--- config.mk ---
export PLATFORM = sky130hd
export DESIGN_NAME = data_mem_arbiter
export DESIGN_NICKNAME = d
export VERILOG_FILES = /design/src/rtl/mem_arb_pkg.sv /design/src/rtl/arb_starve_ctr.sv /design/src/rtl/data_mem_arbiter.sv
export SDC_FILE = /design/constraint.sdc
export NUM_CORES = 1
export LEC_CHECK = 0
export CAP_MARGIN = 20
export CORE_AREA = 3 3 90 92
export DETAILED_ROUTE_END_ITERATION = 10
export DIE_AREA = 0 0 93 95
export PLACE_DENSITY_LB_ADDON = 0.2
export SYNTH_ARGS = -nofsm -noshare
export SYNTH_HDL_FRONTEND = slang
export SYNTH_SLANG_ARGS = --single-unit
--- constraint.sdc ---
create_clock -name clk -period 1.1 [get_ports clk]
set_clock_uncertainty 0.05 [all_clocks]
set_input_delay 0.11 -clock clk [delete_from_list [all_inputs] [get_ports clk]]
set_output_delay 0.11 -clock clk [all_outputs]
set_load 0.05 [all_outputs]
--- src/rtl/mem_arb_pkg.sv ---
// Shared types and default widths for the data memory arbiter.
package mem_arb_pkg;

  localparam int unsigned DEF_ADDR_W     = 11;
  localparam int unsigned DEF_DATA_W     = 32;
  localparam int unsigned DEF_MEM_ADDR_W = 7;

  typedef enum logic {OWN_CPU, OWN_DBG} owner_t;

  typedef struct packed {
    owner_t owner;
    logic   is_read;
    logic   oor;
  } resp_t;

endpackage

--- src/rtl/arb_starve_ctr.sv ---
// Saturating count of consecutive denied debug cycles; force_dbg asks the
// arbiter to put the debug port ahead of the CPU for one cycle.
module arb_starve_ctr #(
  parameter int unsigned STARVE_MAX = 4
) (
  input  logic clk,
  input  logic rst_n,
  input  logic dbg_req,
  input  logic dbg_gnt,
  output logic force_dbg
);

  localparam int unsigned CW = $clog2(STARVE_MAX + 1);

  logic [CW-1:0] dbg_wait;

  always_ff @(posedge clk or negedge rst_n) begin
    if (!rst_n) begin
      dbg_wait <= '0;
    end else if (!dbg_req || dbg_gnt) begin
      dbg_wait <= '0;
    end else if (dbg_wait != CW'(STARVE_MAX)) begin
      dbg_wait <= dbg_wait + 1'b1;
    end
  end

  always_comb begin
    force_dbg = (dbg_wait == CW'(STARVE_MAX));
  end

endmodule

--- src/rtl/data_mem_arbiter.sv ---
// Two-port (CPU / debug) arbiter in front of the single-port data memory.
// Define ARB_STARVE_GUARD_EN to add the debug starvation guard.
module data_mem_arbiter
  import mem_arb_pkg::*;
#(
  parameter int unsigned ADDR_W     = DEF_ADDR_W,
  parameter int unsigned DATA_W     = DEF_DATA_W,
  parameter int unsigned MEM_ADDR_W = DEF_MEM_ADDR_W,
  parameter int unsigned STARVE_MAX = 4
) (
  input  logic                  clk,
  input  logic                  rst_n,
  input  logic                  cpu_req,
  input  logic                  cpu_we,
  input  logic [ADDR_W-1:0]     cpu_addr,
  input  logic [DATA_W-1:0]     cpu_wdata,
  output logic                  cpu_gnt,
  output logic                  cpu_rvalid,
  output logic [DATA_W-1:0]     cpu_rdata,
  input  logic                  dbg_req,
  input  logic                  dbg_we,
  input  logic [ADDR_W-1:0]     dbg_addr,
  input  logic [DATA_W-1:0]     dbg_wdata,
  output logic                  dbg_gnt,
  output logic                  dbg_rvalid,
  output logic [DATA_W-1:0]     dbg_rdata,
  output logic                  mem_wren,
  output logic [MEM_ADDR_W-1:0] mem_addr,
  output logic [DATA_W-1:0]     mem_data,
  input  logic [DATA_W-1:0]     mem_q,
  output logic                  oor_err
);

  logic              force_dbg;
  logic              any_gnt;
  logic              sel_we;
  logic [ADDR_W-1:0] sel_addr;
  logic [DATA_W-1:0] sel_wdata;
  logic              sel_oor;
  resp_t             resp_d;
  resp_t             resp_q;

`ifdef ARB_STARVE_GUARD_EN
  arb_starve_ctr #(
    .STARVE_MAX (STARVE_MAX)
  ) u_starve_ctr (
    .clk       (clk),
    .rst_n     (rst_n),
    .dbg_req   (dbg_req),
    .dbg_gnt   (dbg_gnt),
    .force_dbg (force_dbg)
  );
`else
  assign force_dbg = 1'b0;
`endif

  // Grants are gated by rst_n so nothing is issued while reset is held.
  always_comb begin
    dbg_gnt = rst_n & dbg_req & (~cpu_req | force_dbg);
    cpu_gnt = rst_n & cpu_req & ~dbg_gnt;
    any_gnt = cpu_gnt | dbg_gnt;
  end

  always_comb begin
    sel_we    = 1'b0;
    sel_addr  = '0;
    sel_wdata = '0;
    if (dbg_gnt) begin
      sel_we    = dbg_we;
      sel_addr  = dbg_addr;
      sel_wdata = dbg_wdata;
    end else if (cpu_gnt) begin
      sel_we    = cpu_we;
      sel_addr  = cpu_addr;
      sel_wdata = cpu_wdata;
    end
    sel_oor  = |sel_addr[ADDR_W-1:MEM_ADDR_W];
    mem_addr = sel_addr[MEM_ADDR_W-1:0];
    mem_data = sel_wdata;
    mem_wren = any_gnt & sel_we & ~sel_oor;
  end

  always_comb begin
    resp_d.owner   = dbg_gnt ? OWN_DBG : OWN_CPU;
    resp_d.is_read = any_gnt & ~sel_we;
    resp_d.oor     = any_gnt & sel_oor;
  end

  always_ff @(posedge clk or negedge rst_n) begin
    if (!rst_n) begin
      resp_q  <= '0;
      oor_err <= 1'b0;
    end else begin
      resp_q <= resp_d;
      if (any_gnt && sel_oor) begin
        oor_err <= 1'b1;
      end
    end
  end

  always_comb begin
    cpu_rvalid = resp_q.is_read && (resp_q.owner == OWN_CPU);
    dbg_rvalid = resp_q.is_read && (resp_q.owner == OWN_DBG);
    cpu_rdata  = (cpu_rvalid && !resp_q.oor) ? mem_q : '0;
    dbg_rdata  = (dbg_rvalid && !resp_q.oor) ? mem_q : '0;
  end

endmodule

; ---- After elaboration in Yosys (flattened, before gate mapping)
; Cells that the tools add are included.
[word_totals]
regBits = 4
out_inout_bits = 109
word_cells = 34
[op_classes]
muxes = 9
bitwise_logic = 14
reduce_logical = 7
[ops]
columns = operator, count
row1 = $mux W32, 4
row2 = $mux W11, 2
row3 = $and A1 B1 Y1, 8
row4 = $logic_and A1 B1 Y1, 5
row5 = $not A1 Y1, 5
row6 = $reduce_or A4 Y1, 1
row7 = $mux W1, 3
row8 = $logic_not A1 Y1, 1
row9 = $or A1 B1 Y1, 1

; ---- Depth between registers and ports, before layout
[logic_depth]
word_depth = 9
mapped_depth = 4
depth_no_buf = 2

; ---- Worst setup path before layout
; Ideal clock, no wire load.
[synth_path]
path_type = input -> output
from = input dbg_addr[7]
to = output mem_wren
t_arrival_ps = 1987
t_required_ps = 940
path_slack_ps = -1047
cell_stages = 2
n_path_buf = 0
path_cell_list = or4_4 -> a222oi_1
[synth_between]
elab_chain_len = 4
[synth_lines]
columns = item, line_no
row1 = start: declaration, data_mem_arbiter.sv:22  ; input logic [ADDR_W-1:0] dbg_addr,
row2 = $mux W11, data_mem_arbiter.sv:68  ; if (dbg_gnt) begin
row3 = $reduce_or A4 Y1, data_mem_arbiter.sv:77  ; sel_oor = |sel_addr[ADDR_W-1:MEM_ADDR_W];
row4 = $not A1 Y1, data_mem_arbiter.sv:80  ; mem_wren = any_gnt & sel_we & ~sel_oor;
row5 = $and A1 B1 Y1, data_mem_arbiter.sv:80
row6 = end: declaration, data_mem_arbiter.sv:27  ; output logic mem_wren,
; Every way passes these cells.

; ---- Worst setup path after layout
[layout_path]
from = input dbg_addr[9]
to = output mem_wren
; Same word-level chain as after synthesis.

==> impl_metrics.ini <==
[run_status]
status = finished with violations
violations = negative setup slack

[drt]
wl_per_cell_um = 19.4
dr_total_vias = 2180
ant_nets = 0
drt_wl_total_um = 9620
drt-initial-drc-count = 29
dr.pass1.iters = 4
vias_per_cell = 4.40
drc_errors = 0

[sta]
fin_ws_ps = -558
period_share = 1.51
rsz0062_at_grt = true
hold_ws_ps = 295
finalSetupViolations = 108
fin_crit_ps = 1660
maxSlewHeadroom = 0.728
max_freq_mhz = 603
maxSlewViolCount = 0
finalHoldViolCount = 0
tns_ps = -34530
tightestPinTransition_ps = 409

[yosys]
synth-compound-area-share = 0.369
synthTopCellsByCount = 66 x and2_1, 40 x a22o_1, 9 x clkbuf_1
yosysTopAreaCellShare = 0.400
synthTopCellsByArea = and2_1 40%, a22o_1 34%, dfrtp_1 9.7%
synthAdderAreaFrac = 0
ys_seq_elements = 4
synth_xor_area_frac = 0
synth_fp_nets = 261
synth_edf_count = 0
synthMuxAreaShare = 0
synthArstFlopShare = 1.00
synth_area_leader_cell = and2_1
ys.flop_type = dfrtp_1
yosys.area_share.simple = 0.467
synth_warnings = 0
synth_area_sq_mm = 0.00103
synth_most_common_cell = and2_1
synth_top_family_by_area = simple AND/OR/NAND/NOR gates
synthCells = 137
ys_seq_area_frac = 0.0971
ys_types = 15
syn_area_per_cell_sq_um = 7.53

[global_routing]
grt_max_degree = 23
grt_pass1_wl_um = 13700
grt_overflow = 0
antenna_found_initial = 0
grt_pass1_vias = 2505
grt_usage = 0.200

[pwr]
pwr-share-clk = 0.102
p_sw_uw = 1140
power_frac_seq = 0.056
ir_drop_uv = 345
p_int_uw = 1780
sw_frac_of_total = 0.391
combPwrFrac = 0.843
leakagePower_uw = 0.00244
cellPowerDensity_mw_per_mm2 = 523

[clock_tree]
cts_root_buf = clkbuf_8
clock_path_buffers = 2
numCtsBuffers = 3
h-tree-depth = 1
clock-sinks = 4
path_clk_slew_ps = 30
cts_tree = yes
insertion_delay_ps = 210

[cells_and_area]
area_delta_synth_final_pct = 440
design_area_sq_mm = 0.00557
nets = 523
final_layout_size_suffix_gt1_frac = 0.685
n_antenna_cell = 0
fin_util = 0.764

[worst_setup_path]
r2r-start = oor_err
critPathLaunchType = input pin
cp-end-kind = output port
crit_required_ps = 940
slowest_stage = or4_4
cp.arrival_ps = 1500
crit_path_start = dbg_addr[9]
max_stage_delay_ps = 530
path_max_fanout = 2
path_cells = buf_6, or4_4, a222oi_1, buf_4, buf_12
critical_path_class = in2out

[die]
fp.dieH_um = 95
core-area_sq_mm = 0.00729
rows = 31
dieArea_sq_mm = 0.00884
start_util = 0.141
dieWidth_um = 93
ios = 233

[placed_design]
dp_hpwl_um = 7740
io_buffers = 232
gp_congestion = 0.733
dp_slack_ps = -788
placed_area_sq_mm = 0.00521

[hold_path]
hp-start = cpu_addr[8]
hold_path_class = in2reg

[job]
cap_violations = 0
path summary, 6_finish.rpt:
check                                 end  slack, ps  depth (start not counted)
worst max register to register    oor_err        250                          1
min in group asynchronous       resp_q[2]        430                          4
worst min-delay path            resp_q[0]        290                          4
worst max-delay path             mem_wren       -560                          5
max in group asynchronous       resp_q[0]        410                          4
worst min register to register    oor_err        510                          1
cell families (layout without fill, tap and decap cells):
kind of cell / after synthesis / count (layout)
DFF: 4 / 4
buffers and inverters: 16 / 275
and+or+nand+nor: 74 / 75
AOI/OAI and AO/OA: 43 / 43
metrics by stage:
step	cells	total power (uW)
2_1_floorplan	137	1150
3_3_place_gp	473	2460
3_5_place_dp	473	2490
4_1_cts	494	2920
5_1_grt	496	3020
6_report	496	2920
area by class of cell:
| cell class | count | area (sq um) |
|---|---|---|
| clock buffer | 3 | 41.3 |
| fill | 473 | 1720 |
| multi-input combinational | 118 | 1400 |
| sequential | 4 | 100 |
| tap | 99 | 124 |
| timing repair buffer | 272 | 3910 |
flip-flops by register name, summed over array words and instances, names as in the netlist:
register and count:
oor_err 1, resp_q 3
power groups by stage:
stage / Clock (uW) / Sequential [uW] / Combinational [uW]
detailed placement: 0 / 164 / 2330
CTS: 305 / 162 / 2450
global route: 320 / 163 / 2540
finish: 296 / 162 / 2460
global placement: 0 / 163 / 2300
floorplan: 0 / 161 / 988
critical path, delay by kind of cell:
family	cells	cell delay [ps]
compound gates	1	440
buf+inv	3	420
simple gates	1	530
metal layers:
| layer | vias to the layer above | track usage | share of wire |
|---|---|---|---|
| li1 | 1022 | - | - |
| met1 | 1030 | 0.188 | 0.30 |
| met2 | 120 | 0.427 | 0.61 |
| met3 | 8 | 0.0518 | 0.072 |
| met4 | 0 | 0.0379 | 0.011 |
| met5 | - | 0 | 0 |
cells in the final DEF, fill, tap and decap left out, drive strengths merged:
master	synthesis	final
clkdlybuf4s15	0	2
a22o	40	40
a222oi	1	1
o211a	1	1
dfrtp	4	4
nor2b	1	1
nand3	1	1
and3b	2	3
nand4b	1	1
a221o	1	1
buf	7	155
and2	66	66
dlygate4sd3	0	1
or4	2	2
nor3b	1	1
clkbuf	9	5
clkdlybuf4s50	0	112
what timing repair did:
action,in CTS,in global routing
resized for setup,75,16
endpoints found under the hold margin,4,0
pin swaps,22,31
buffers inserted,11,8
hold buffers,1,0
cloned,7,5
endpoints found under the setup margin,111,110
(Power assumes the default switching activity.)
